`src/rtl/z_result_stage.sv`:
```
// Holds a 64-bit ALU result and writes it back over the bus, one or two beats.
// state    | meaning
// IDLE     | no result pending
// HOLD     | result held, manual bus drive allowed
// DRAIN_LO | offering ZLow, waiting for bus_ready
// DRAIN_HI | offering ZHigh (mul/div only), waiting for bus_ready
module z_result_stage (
  input  logic        clk,
  input  logic        clr,
  input  logic [63:0] ZMuxIn,
  input  logic [4:0]  ALUControl,
  input  logic        Zin,
  input  logic        ZLowout,
  input  logic        ZHighout,
  input  logic        start_wb,
  input  logic        bus_ready,
  output logic [31:0] ZHigh,
  output logic [31:0] ZLow,
  output logic [31:0] BusMuxInZ,
  output logic        wb_valid,
  output logic        gpr_we,
  output logic        lo_we,
  output logic        hi_we,
  output logic        busy,
  output logic        zero_flag,
  output logic        neg_flag,
  output logic        overrun
);

  localparam logic [4:0] OP_MUL = 5'b01111;
  localparam logic [4:0] OP_DIV = 5'b10000;

  typedef enum logic [1:0] {IDLE, HOLD, DRAIN_LO, DRAIN_HI} state_t;

  state_t      state_q;
  logic [31:0] zhigh_q, zlow_q;
  logic        pair_q, zero_q, neg_q, overrun_q;

  logic pair_d, zero_d, neg_d, accept;

  // Flags for a mul/div cover the full 64-bit pair; otherwise only the low word.
  always_comb begin
    pair_d = (ALUControl == OP_MUL) || (ALUControl == OP_DIV);
    zero_d = pair_d ? (ZMuxIn == 64'd0) : (ZMuxIn[31:0] == 32'd0);
    neg_d  = pair_d ? ZMuxIn[63] : ZMuxIn[31];
  end

  assign wb_valid = (state_q == DRAIN_LO) || (state_q == DRAIN_HI);
  assign busy     = wb_valid;
  assign accept   = wb_valid & bus_ready;
  assign gpr_we   = accept & (state_q == DRAIN_LO) & ~pair_q;
  assign lo_we    = accept & (state_q == DRAIN_LO) & pair_q;
  assign hi_we    = accept & (state_q == DRAIN_HI);

  assign ZHigh     = zhigh_q;
  assign ZLow      = zlow_q;
  assign zero_flag = zero_q;
  assign neg_flag  = neg_q;
  assign overrun   = overrun_q;

  always_comb begin
    BusMuxInZ = 32'd0;
    case (state_q)
      DRAIN_LO: BusMuxInZ = zlow_q;
      DRAIN_HI: BusMuxInZ = zhigh_q;
      default: begin
        if (ZLowout)       BusMuxInZ = zlow_q;
        else if (ZHighout) BusMuxInZ = zhigh_q;
      end
    endcase
  end

  always_ff @(posedge clk or negedge clr) begin
    if (!clr) begin
      state_q   <= IDLE;
      zhigh_q   <= 32'd0;
      zlow_q    <= 32'd0;
      pair_q    <= 1'b0;
      zero_q    <= 1'b0;
      neg_q     <= 1'b0;
      overrun_q <= 1'b0;
    end else begin
      case (state_q)
        IDLE, HOLD: begin
          if (Zin) begin
            zhigh_q <= ZMuxIn[63:32];
            zlow_q  <= ZMuxIn[31:0];
            pair_q  <= pair_d;
            zero_q  <= zero_d;
            neg_q   <= neg_d;
            state_q <= HOLD;
            // Only a fresh capture from IDLE acknowledges an earlier overrun.
            if (state_q == IDLE) overrun_q <= 1'b0;
          end else if (start_wb && state_q == HOLD) begin
            state_q <= DRAIN_LO;
          end
        end
        DRAIN_LO: begin
          if (Zin) overrun_q <= 1'b1;
          if (accept) state_q <= pair_q ? DRAIN_HI : IDLE;
        end
        DRAIN_HI: begin
          if (Zin) overrun_q <= 1'b1;
          if (accept) state_q <= IDLE;
        end
        default: state_q <= IDLE;
      endcase
    end
  end

endmodule
```
`config.mk`:
```
export PLATFORM = sky130hd
export DESIGN_NAME = z_result_stage
export DESIGN_NICKNAME = d
export VERILOG_FILES = /design/src/rtl/z_result_stage.sv
export SDC_FILE = /design/constraint.sdc
export NUM_CORES = 1
export LEC_CHECK = 0
export ABC_CLOCK_PERIOD_IN_PS = 1850
export BUFFER_PORTS_ARGS = -buffer_cell sky130_fd_sc_hd__buf_2
export CELL_PAD_IN_SITES_DETAIL_PLACEMENT = 1
export CELL_PAD_IN_SITES_GLOBAL_PLACEMENT = 1
export CORE_MARGIN = 4
export CORE_UTILIZATION = 33
export CTS_CLUSTER_SIZE = 12
export DETAILED_ROUTE_END_ITERATION = 10
export PLACE_DENSITY_LB_ADDON = 0.1
export SYNTH_ARGS = -nofsm -noshare
export SYNTH_HDL_FRONTEND = slang
export SYNTH_SLANG_ARGS = --single-unit
```
`constraint.sdc`:
```
create_clock -name clk -period 1.85 [get_ports clk]
set_input_delay 0.2775 -clock clk [delete_from_list [all_inputs] [get_ports clk]]
set_output_delay 0.2775 -clock clk [all_outputs]
set_load 0.03 [all_outputs]
```
==> key figures <==
Die
  • Core area: around 9300 µm²
  • DIE WIDTH: 106 µm
  • # IOs: 180
  • Die H: 106 µm
  • Die ar.: 11,200 µm²
  • Initial core utilization: 34.0%
  • # rows: 35

Yosys
  • Top_reg_cell synth: dfrtp_1
  • Mapped Cells: 232
  • Synthesized net count: 308
  • Synth warn: 0
  • Mapped cell area: 3160 µm²
  • FFs w/ async S/R, synth: 100%
  • Sequential fraction of the synthesis area: between 50% and 60%
  • Avg Inst Size Synth: 13.6 µm²
  • #FFs+latches synth: 70
  • Post-synth EDFFs: 0
  • Number of distinct library cells after synthesis: 23

Worst setup path
  • RR Startpoint: state_q[1]
  • Crit path arrival time: 1.66 ns
  • CP Max Fanout: 8
  • CP max stage delay: about 0.47 ns
  • Critical Path RT: 1.57 ns
  • Crit path buf inv count: 2
  • Startpoint types: flop
  • Critical path origin: state_q[1]
  • CP cell instances: nor2_4 -> a21oi_4 -> nor2_4 -> buf_6 -> a22o_1 -> buf_6
  • Crit-path slowest cell: dfrtp_2
  • CP endpoint kind: output port
  • Largest delay share family, worst path: flip-flops
  • Kind of critical path: reg2out

Layout
  • Final instance area: 4680 µm²
  • Fill cells: roughly 1,000
  • P&R area growth vs syn: 48.3%
  • Nets: 493
  • Ant diodes: 0
  • Layout cells sized above 1: between 50% and 60%

Status
  • Outcome: complete, but fails checks
  • Violations in the final reports: setup timing

Global routing
  • Largest net degree at the start of global routing: 40
  • Layer with the highest usage: met2
  • Number of global-route vias before repair: roughly 3,000
  • M3 GR Usage: under 10%
  • Gr ovfl total: 0
  • GRT Total Usage: approximately a fifth
  • Global-route wire length before repair: 17.0 mm
  • Met1 Usage GRT: between 20% and 30%
  • Antenna violations before repair: 0
  • GRT met2 Usage: 30.7%

STA
  • Clock Skews: around 0.011 ns
  • Slew @ Worst Pin: 0.517 ns
  • Final setup viols: 32
  • Slew headroom: between 60% and 70%
  • Final Hold Vio Count: 0
  • Tcrit/Tclk final: 105%
  • WHS: 0.176 ns
  • Final slew viol count: 0
  • Fmax: 517 MHz
  • Min Tclk post-route: between 1.5 and 2 ns
  • PnR worst setup slack: -0.0834 ns
  • Unrepaired setup endpoints after global routing: true

Placement
  • I/O Buffers: 179
  • HPWL Detailed: between 7 and 8 mm
  • DP Area: around 4300 µm²
  • Dpl ws: 0.0838 ns
  • Final Wtd Congestion: roughly 0.8

Power
  • Final Power: 5.97 mW
  • Leak Pwr: 2.23 nW
  • Power Dens Cells: 1270 nW/µm²
  • Max VDD drop: ~0.6 mV

Clock tree
  • CTS tree: built
  • Clk root buf: clkbuf_8
  • H-tree Lvls: 3
  • Clock sink total: 70
  • CTS clock-pin slew for the worst setup and hold paths: roughly 0.07 ns
  • Clk_lat worst skew: ~0.33 ns
  • CTS buffer count: 9
  • Clock Path Buffers: 2

Hold path
  • Hold crit path type: in2reg
  • HP Start: ZMuxIn[32]

Routing
  • Initial DRC count: 65
  • Routed vias: roughly 2,700
  • DRC viols: 0
  • Pre-antenna DRT Iters: 4
  • Number of vias per cell: 4.97
  • Post-DRT Antenna Nets: 0
  • Drt total wl: 10.6 mm
  • Routed wire per std cell: between 15 and 20 µm

Flow run
  • Max_cap viols: 0
-- state kept, by name (all words and copies together), names as in the netlist --
register / flops
pair_q: 1
ZHigh: 32
state_q: 2
zero_flag: 1
ZLow: 32
neg_flag: 1
overrun: 1
-- Yosys cell counts, drive strengths merged (2+ instances only) --
master / instances / share of area (%)
a21oi: 2 / 0.55
a22o: 33 / 9.2
buf: 12 / 2.0
clkbuf: 5 / 0.59
dfrtp: 70 / 55
mux2: 65 / 23
mux2i: 2 / 1.0
nand2: 3 / 0.36
nand2b: 4 / 0.79
nand4: 4 / 0.79
nor2: 6 / 0.71
nor2b: 2 / 0.40
nor4: 16 / 3.2
o21ai: 2 / 0.32
-- cell usage in the layout (no fill, tap or decap), types with 4 or more instances in the layout --
cell type	instances
buf_2	146
nand4_1	4
clkbuf_8	10
buf_4	8
nand2b_1	4
mux2_1	65
buf_6	31
buf_12	4
dfrtp_1	69
nor4_1	16
a22o_1	33
-- report_power, final --
group | total (mW) | internal, mW | switching, mW | leakage, nW
Sequential | 2.10 | 1.84 | 0.256 | 0.820
Clock | 1.07 | 0.518 | 0.553 | 0.0861
Combinational | 2.81 | 1.08 | 1.73 | 1.33
-- worst paths after layout --
check / end / slack (ns) / depth (start not counted)
max: BusMuxInZ[3] / -0.08 / 6
min: ZHigh[0] / 0.18 / 2
max reg2reg: ZHigh[12] / 0.28 / 4
min reg2reg: overrun / 0.50 / 1
max in group asynchronous: ZLow[16] / 0.86 / 3
min in group asynchronous: ZHigh[18] / 0.42 / 2
-- cell type report --
type	instances	area (µm²)	area share (%)
Clock inverter	4	22.5	0.481
Sequential cell	70	1750	37.4
Tap cell	129	161	3.45
Timing Repair Buffer	191	1240	26.6
Clock buffer	12	145	3.10
Multi-Input combinational cell	145	1360	29.0
-- logic make-up after synthesis --
logic type             count (synthesis)  share of synthesized area, %
AO/OA/AOI/OAI                         39                          10.7
AND/OR/NAND/NOR                       39                          7.09
flip-flops                            70                          55.5
multiplexers                          67                          24.2
buffers and inverters                 17                          2.58
-- through the flow --
stage	cells	utilization [%]	setup TNS [ns]
after global placement	532	46.0	0
after floorplan	232	-	0
after global routing	551	50.5	-4.65
after CTS	554	51.0	-3.44
after detailed placement	532	46.0	0
final	551	50.5	-1.71
-- routing by layer --
| metal | share of wire [%] | up-vias |
|---|---|---|
| met5 | 0 | - |
| met4 | 2.3 | 0 |
| met3 | 8.0 | 20 |
| met2 | 47 | 119 |
| met1 | 42 | 1338 |
| li1 | - | 1261 |
-- timing repair --
| action | CTS | global route |
|---|---|---|
| pin swaps | 4 | 6 |
| setup endpoints to repair | 32 | 32 |
| resized for setup | 67 | 11 |
| gates cloned | 2 | 0 |
| hold endpoints to repair | 31 | 0 |
| hold buffers | 1 | 0 |
| buffers inserted | 3 | 0 |
(Power assumes the default switching activity.)
